===== config.mk =====
export PLATFORM = sky130hd
export DESIGN_NAME = keypad_scan
export DESIGN_NICKNAME = d
export VERILOG_FILES = /design/src/rtl/calc_pkg.sv /design/src/rtl/rise_detect.sv /design/src/rtl/keypad_scan.sv
export SDC_FILE = /design/constraint.sdc
export NUM_CORES = 1
export LEC_CHECK = 0
export ABC_AREA = 0
export CAP_MARGIN = 10
export CORE_ASPECT_RATIO = 0.75
export CORE_MARGIN = 1.5
export CORE_UTILIZATION = 55
export CTS_CLUSTER_DIAMETER = 60
export DETAILED_ROUTE_END_ITERATION = 10
export PLACE_DENSITY_LB_ADDON = 0.3
export SKIP_LAST_GASP = 1
export SYNTH_ARGS = -nofsm -noshare
export SYNTH_HDL_FRONTEND = slang
export SYNTH_HIERARCHICAL = 1
export SYNTH_SLANG_ARGS = --single-unit

===== constraint.sdc =====
create_clock -name clk -period 8.6 [get_ports clk]
set_input_delay 1.29 -clock clk [delete_from_list [all_inputs] [get_ports clk]]
set_output_delay 1.29 -clock clk [all_outputs]
set_load 0.02 [all_outputs]

===== src/rtl/calc_pkg.sv =====
// Shared constants, state type and small helpers for the 4x4 keypad scanner.
package calc_pkg;

  localparam int KEY_ROWS   = 4;
  localparam int KEY_COLS   = 4;
  localparam int KEY_CODE_W = 4;

  typedef enum logic [1:0] {
    SCAN     = 2'd0,
    DEBOUNCE = 2'd1,
    HOLD     = 2'd2
  } scan_state_e;

  // Position of the set bit; only meaningful when exactly one bit is set.
  function automatic logic [1:0] onehot_index(input logic [KEY_ROWS-1:0] onehot);
    logic [1:0] idx;
    idx = 2'd0;
    for (int i = 0; i < KEY_ROWS; i++) begin
      if (onehot[i]) idx = 2'(i);
    end
    return idx;
  endfunction

  function automatic logic [KEY_COLS-1:0] col_drive(input logic [1:0] col);
    return ~(KEY_COLS'(1) << col);
  endfunction

endpackage


===== src/rtl/rise_detect.sv =====
// One-clk pulse on a 0->1 transition of a signal synchronous to clk.
// The history flop resets high so a level already high at reset release is not an edge.
module rise_detect (
  input  logic clk,
  input  logic rst,
  input  logic i_in,
  output logic o_pulse
);

  logic r_prev;

  // NOTE: state flops use non-blocking assignment so every flop samples pre-edge values.
  always_ff @(posedge clk) begin
    if (rst) r_prev <= 1'b1;
    else     r_prev <= i_in;
  end

  assign o_pulse = i_in & ~r_prev;

endmodule


===== src/rtl/keypad_scan.sv =====
// 4x4 matrix keypad scanner: rotates an active-low column drive on each 1 kHz tick,
// debounces a single pressed key, reports it once, and waits for a debounced release.
module keypad_scan
  import calc_pkg::*;
#(
  parameter int DEB_TICKS = 20
) (
  input  logic                  clk,
  input  logic                  rst,
  input  logic                  clk_1k,
  input  logic [KEY_ROWS-1:0]   row_in,
  output logic [KEY_COLS-1:0]   col_out,
  output logic                  key_valid,
  output logic [KEY_CODE_W-1:0] key_code,
  output logic                  key_held
);

  localparam int               CNT_W   = $clog2(DEB_TICKS + 1);
  localparam logic [CNT_W-1:0] DEB_MAX = CNT_W'(DEB_TICKS);

  logic [KEY_ROWS-1:0]   r_row_meta;
  logic [KEY_ROWS-1:0]   r_row_sync;
  logic                  w_tick;

  scan_state_e           r_state;
  scan_state_e           w_state_nxt;
  logic [1:0]            r_col;
  logic [1:0]            w_col_nxt;
  logic [CNT_W-1:0]      r_cnt;
  logic [CNT_W-1:0]      w_cnt_nxt;
  logic [1:0]            r_cand_row;
  logic [1:0]            w_cand_row_nxt;
  logic [KEY_CODE_W-1:0] r_key_code;
  logic [KEY_CODE_W-1:0] w_key_code_nxt;
  logic                  r_key_held;
  logic                  w_key_held_nxt;
  logic                  r_key_valid;
  logic                  w_key_valid_nxt;
  logic [KEY_COLS-1:0]   r_col_out;

  logic [KEY_ROWS-1:0]   w_rows_low;
  logic                  w_none_low;
  logic                  w_one_low;
  logic [1:0]            w_low_idx;
  logic                  w_same_key;
  logic [CNT_W-1:0]      w_cnt_inc;
  logic [1:0]            w_col_inc;

  // Rows are asynchronous keypad contacts; idle (pulled-up) is all ones.
  always_ff @(posedge clk) begin
    if (rst) begin
      r_row_meta <= '1;
      r_row_sync <= '1;
    end else begin
      r_row_meta <= row_in;
      r_row_sync <= r_row_meta;
    end
  end

  rise_detect u_tick (
    .clk     (clk),
    .rst     (rst),
    .i_in    (clk_1k),
    .o_pulse (w_tick)
  );

  assign w_rows_low = ~r_row_sync;
  assign w_none_low = (w_rows_low == '0);
  assign w_one_low  = ($countones(w_rows_low) == 1);
  assign w_low_idx  = onehot_index(w_rows_low);
  assign w_same_key = w_one_low && (w_low_idx == r_cand_row);
  assign w_cnt_inc  = r_cnt + 1'b1;
  assign w_col_inc  = r_col + 2'd1;

  always_comb begin
    // NOTE: every next value gets its hold default first, so no path can infer a latch.
    w_state_nxt     = r_state;
    w_col_nxt       = r_col;
    w_cnt_nxt       = r_cnt;
    w_cand_row_nxt  = r_cand_row;
    w_key_code_nxt  = r_key_code;
    w_key_held_nxt  = r_key_held;
    w_key_valid_nxt = 1'b0;

    if (w_tick) begin
      unique case (r_state)
        SCAN: begin
          if (w_one_low) begin
            w_cand_row_nxt = w_low_idx;
            w_cnt_nxt      = CNT_W'(1);
            w_state_nxt    = DEBOUNCE;
          end else begin
            w_col_nxt = w_col_inc;
          end
        end

        DEBOUNCE: begin
          if (!w_same_key) begin
            w_cnt_nxt   = '0;
            w_state_nxt = SCAN;
            w_col_nxt   = w_col_inc;
          end else if (r_cnt == DEB_MAX) begin
            // Code is row*4 + col, which is simply the two indices concatenated.
            w_key_code_nxt  = {r_cand_row, r_col};
            w_key_valid_nxt = 1'b1;
            w_key_held_nxt  = 1'b1;
            w_cnt_nxt       = '0;
            w_state_nxt     = HOLD;
          end else begin
            w_cnt_nxt = w_cnt_inc;
          end
        end

        HOLD: begin
          if (!w_none_low) begin
            w_cnt_nxt = '0;
          end else if (w_cnt_inc == DEB_MAX) begin
            w_key_held_nxt = 1'b0;
            w_cnt_nxt      = '0;
            w_state_nxt    = SCAN;
            w_col_nxt      = w_col_inc;
          end else begin
            w_cnt_nxt = w_cnt_inc;
          end
        end

        default: begin
          w_cnt_nxt   = '0;
          w_state_nxt = SCAN;
        end
      endcase
    end
  end

  always_ff @(posedge clk) begin
    if (rst) begin
      r_state     <= SCAN;
      r_col       <= 2'd0;
      r_cnt       <= '0;
      r_cand_row  <= 2'd0;
      r_key_code  <= '0;
      r_key_held  <= 1'b0;
      r_key_valid <= 1'b0;
      r_col_out   <= col_drive(2'd0);
    end else begin
      r_state     <= w_state_nxt;
      r_col       <= w_col_nxt;
      r_cnt       <= w_cnt_nxt;
      r_cand_row  <= w_cand_row_nxt;
      r_key_code  <= w_key_code_nxt;
      r_key_held  <= w_key_held_nxt;
      r_key_valid <= w_key_valid_nxt;
      r_col_out   <= col_drive(w_col_nxt);
    end
  end

  assign col_out   = r_col_out;
  assign key_valid = r_key_valid;
  assign key_code  = r_key_code;
  assign key_held  = r_key_held;

  a_one_col_driven: assert property (@(posedge clk) disable iff (rst) $onehot(~col_out));
  a_valid_implies_held: assert property (@(posedge clk) disable iff (rst) key_valid |-> key_held);

endmodule


==> flow_metrics.py <==
metrics = {
    "global_routing": {
        "grtUsageTotal": 0.2364,
        "initial_antenna_violation_count": 0,
        "maximum_number_of_pins_on_one_net_before_global_route_repair": 28,
        "grt_pass1_wl_um": 5388,
        "globalRoute.totalOverflow": 0,
        "grt_pass1_vias": 1143,
    },
    "finish": {
        "final_cell_mix": "sky130_fd_sc_hd__dfxtp_1 (30), sky130_fd_sc_hd__clkdlybuf4s50_1 (16), sky130_fd_sc_hd__nor2_1 (12), sky130_fd_sc_hd__nand2_1 (10)",
        "p_r_area_growth_vs_syn_pct": 16.65,
        "filler_cell_count_in_the_final_layout": 226,
        "num_antenna_cells": 0,
        "finalNetCount": 196,
        "layout.cells.most_common": "sky130_fd_sc_hd__dfxtp_1",
        "multiInputGateArea_sq_um": 849.6,
        "seqCellArea_sq_um": 600.6,
        "layout-drive-gt1-share": 0.1475,
    },
    "logic_synthesis": {
        "yosys.area_share.adder": 0.06328,
        "yosysWarnings": 6,
        "synth.distinct_cells": 53,
        "mappedNetlistArea_sq_mm": 0.001503,
        "syn-num-nets": 177,
        "synth_top_family_by_area": "simple AND/OR/NAND/NOR gates",
        "yosys-mux-area-fraction": 0.03331,
        "synth_async_sr_flop_share": 0,
        "ys_seq_area_frac": 0.3997,
        "synth-simple-area-share": 0.2748,
        "post_synth_inst_count": 163,
        "synth_xor_xnor_area_share": 0.005828,
        "synth_compound_gate_area_share": 0.1882,
        "syn_area_per_cell_sq_um": 9.219,
        "count_of_state_elements_after_synthesis": 30,
        "number_of_enable_flip_flop_cells_after_synthesis": 0,
        "dominantRegCellSynth": "sky130_fd_sc_hd__dfxtp_1",
    },
    "timing": {
        "finalMaxSlewViolations": 0,
        "postLayoutSetupSlackWorst_ns": 5.287,
        "fin_crit_ns": 3.313,
        "setup-tns-final_ns": 0,
        "whs_ns": 0.4164,
        "clock-skew-final_ns": 0.007816,
        "timing_worst_slew_pin_value_ns": 0.8629,
        "period_share": 0.3852,
        "timing.slew.headroom": 0.4230,
        "setup_repair_after_global_routing_missed_its_margin": "false",
        "fmax_ghz": 0.3018,
        "final_count_of_negative_setup_slack_endpoints": 0,
        "final-hold-violation-count": 0,
    },
    "floorplan": {
        "core_sq_mm": 0.002603,
        "number_of_core_rows": 16,
        "io_pins": 17,
        "initial_core_util": 0.5774,
        "dieArea_sq_mm": 0.003058,
        "die_extent_in_x_um": 63.36,
        "die_y_um": 48.27,
    },
    "drt": {
        "via_count": 1256,
        "number_of_drc_violations_after_detailed_routing": 0,
        "route.detailed.wl_per_inst_um": 14.86,
        "drtPass1Iterations": 4,
        "antenna_left": 0,
        "post_drt_via_cell_ratio": 5.735,
        "finalWirelength_um": 3255,
        "drt_iter0_markers": 88,
    },
    "clock_tree": {
        "clk-insertion-delay-late_ns": 0.34,
        "cts-resized-gates": 0,
        "clk_path_buf_depth": 2,
        "clk_root_buffer_cell": "sky130_fd_sc_hd__clkbuf_4",
        "clk_transition_reported_paths_ns": 0.10,
        "cts_inserted_buffers": 5,
        "cts_tree": "done",
        "htreeDepth": 2,
        "cts_setup_buffers": 0,
        "post_cts_hold_buffer_count": 0,
        "cts.sink_count": 30,
    },
    "placement": {
        "hpwl_um": 2267,
        "routabilityCongestion": 0.8978,
        "numPortBuffers": 16,
        "pre_cts_slack_ns": 4.957,
    },
    "worst_setup_path": {
        "worst-path-max-fanout": 4,
        "timing_worst_setup_path_type": "in -> reg",
        "worst-endpoint-required_ns": 8.83,
        "cp.arrival_ns": 3.55,
        "startpoint_type": "input pin",
        "endpoint_kind": "flop",
    },
    "worst_hold_path": {
        "min-delay-path-class": "reg -> reg",
    },
    "power_and_ir_drop": {
        "irDropWorstVdd_mv": 0.09718,
        "power_density_mw_per_mm2": 147.8,
        "power.static_leakage_nw": 0.7167,
    },
    "run_status": {
        "outcome": "finished, final reports clean",
    },
    "flow_run": {
        "drv.max_cap_violation_count": 0,
    },
}
-- registers in the layout (all words and copies together) (netlist names) --
| register | cells |
|---|---|
| key_valid | 1 |
| r_state | 2 |
| r_row_sync | 4 |
| key_code | 4 |
| r_cand_row | 2 |
| r_col | 2 |
| col_out | 4 |
| r_cnt | 5 |
| u_tick/r_prev | 1 |
| r_row_meta | 4 |
| key_held | 1 |
-- Yosys cell counts, drive strengths merged, types with 2 or more instances --
| cell type | number | area, sq um |
|---|---|---|
| mux2i | 5 | 50.05 |
| a32o | 3 | 30.03 |
| ha | 6 | 75.07 |
| and3 | 4 | 26.28 |
| nand2b | 2 | 12.51 |
| nor2b | 6 | 37.54 |
| nand2 | 10 | 37.54 |
| o21ai | 4 | 20.02 |
| a21bo | 2 | 20.02 |
| a31oi | 2 | 12.51 |
| a21boi | 2 | 15.02 |
| and3b | 2 | 18.77 |
| a311oi | 2 | 17.52 |
| a21oi | 9 | 45.04 |
| clkbuf | 3 | 11.26 |
| a221oi | 2 | 17.52 |
| or2 | 12 | 75.07 |
| inv | 9 | 33.78 |
| nor3b | 2 | 15.01 |
| and2b | 2 | 16.27 |
| nand3 | 6 | 30.03 |
| nor3 | 3 | 15.01 |
| dfxtp | 30 | 600.6 |
| nor2 | 12 | 45.04 |
| a21o | 2 | 15.01 |
-- per-layer routing --
metal	global-route usage	vias to the layer above	wire length [um]
li1	-	622	-
met1	0.3074	573	1505
met2	0.3600	56	1424
met3	0.08314	5	282
met4	0.1174	0	43
met5	0	-	0
-- worst paths after layout --
check	from	end	slack [ns]	cells after the start
max reg2reg	r_row_sync[3]	col_out[1]	5.51	9
max	clk_1k	col_out[2]	5.29	7
min reg2reg	r_row_meta[2]	r_row_sync[2]	0.42	1
min	r_row_meta[2]	r_row_sync[2]	0.42	1
-- cells by family (layout without fill, tap and decap cells) --
kind of cell | after synthesis | in the layout
flops | 30 | 30
simple gates | 70 | 70
buf+inv | 13 | 33
fa+ha+maj | 7 | 7
xor+xnor | 1 | 1
mux | 5 | 5
compound gates | 37 | 37
-- layout make-up --
class	instances	area share
multi-input cells	120	0.4847
flip-flops and latches	30	0.3426
repair buffers	16	0.09136
clock buffers	6	0.02926
well taps	36	0.02570
inverters	9	0.01927
clock inverters	2	0.007138
-- where the power goes --
part	total, mW	switching (mW)	internal, mW
Sequential	0.146	0.00329	0.142
Clock	0.0902	0.0509	0.0392
Combinational	0.0231	0.0129	0.0103
Total	0.259	0.0671	0.192
-- per-stage QoR --
step / power [mW] / util / std cells / instance area (sq um)
4_1_cts: 0.2586 / 0.6736 / 219 / 1753
2_1_floorplan: 0.1627 / - / 163 / 1503
3_5_place_dp: 0.1710 / 0.6490 / 211 / 1689
3_3_place_gp: 0.1700 / 0.6490 / 211 / 1689
6_report: 0.2590 / 0.6736 / 219 / 1753
5_1_grt: 0.2696 / 0.6736 / 219 / 1753
-- worst max-delay path, stage by stage --
cell	delay, ns
sky130_fd_sc_hd__clkdlybuf4s50_1	0.46
sky130_fd_sc_hd__nor2b_1	0.22
sky130_fd_sc_hd__inv_1	0.12
sky130_fd_sc_hd__or3_4	0.42
sky130_fd_sc_hd__or4b_4	0.57
sky130_fd_sc_hd__a211o_1	0.33
sky130_fd_sc_hd__a21boi_1	0.13
No activity file was read; power rests on OpenSTA's default activity.
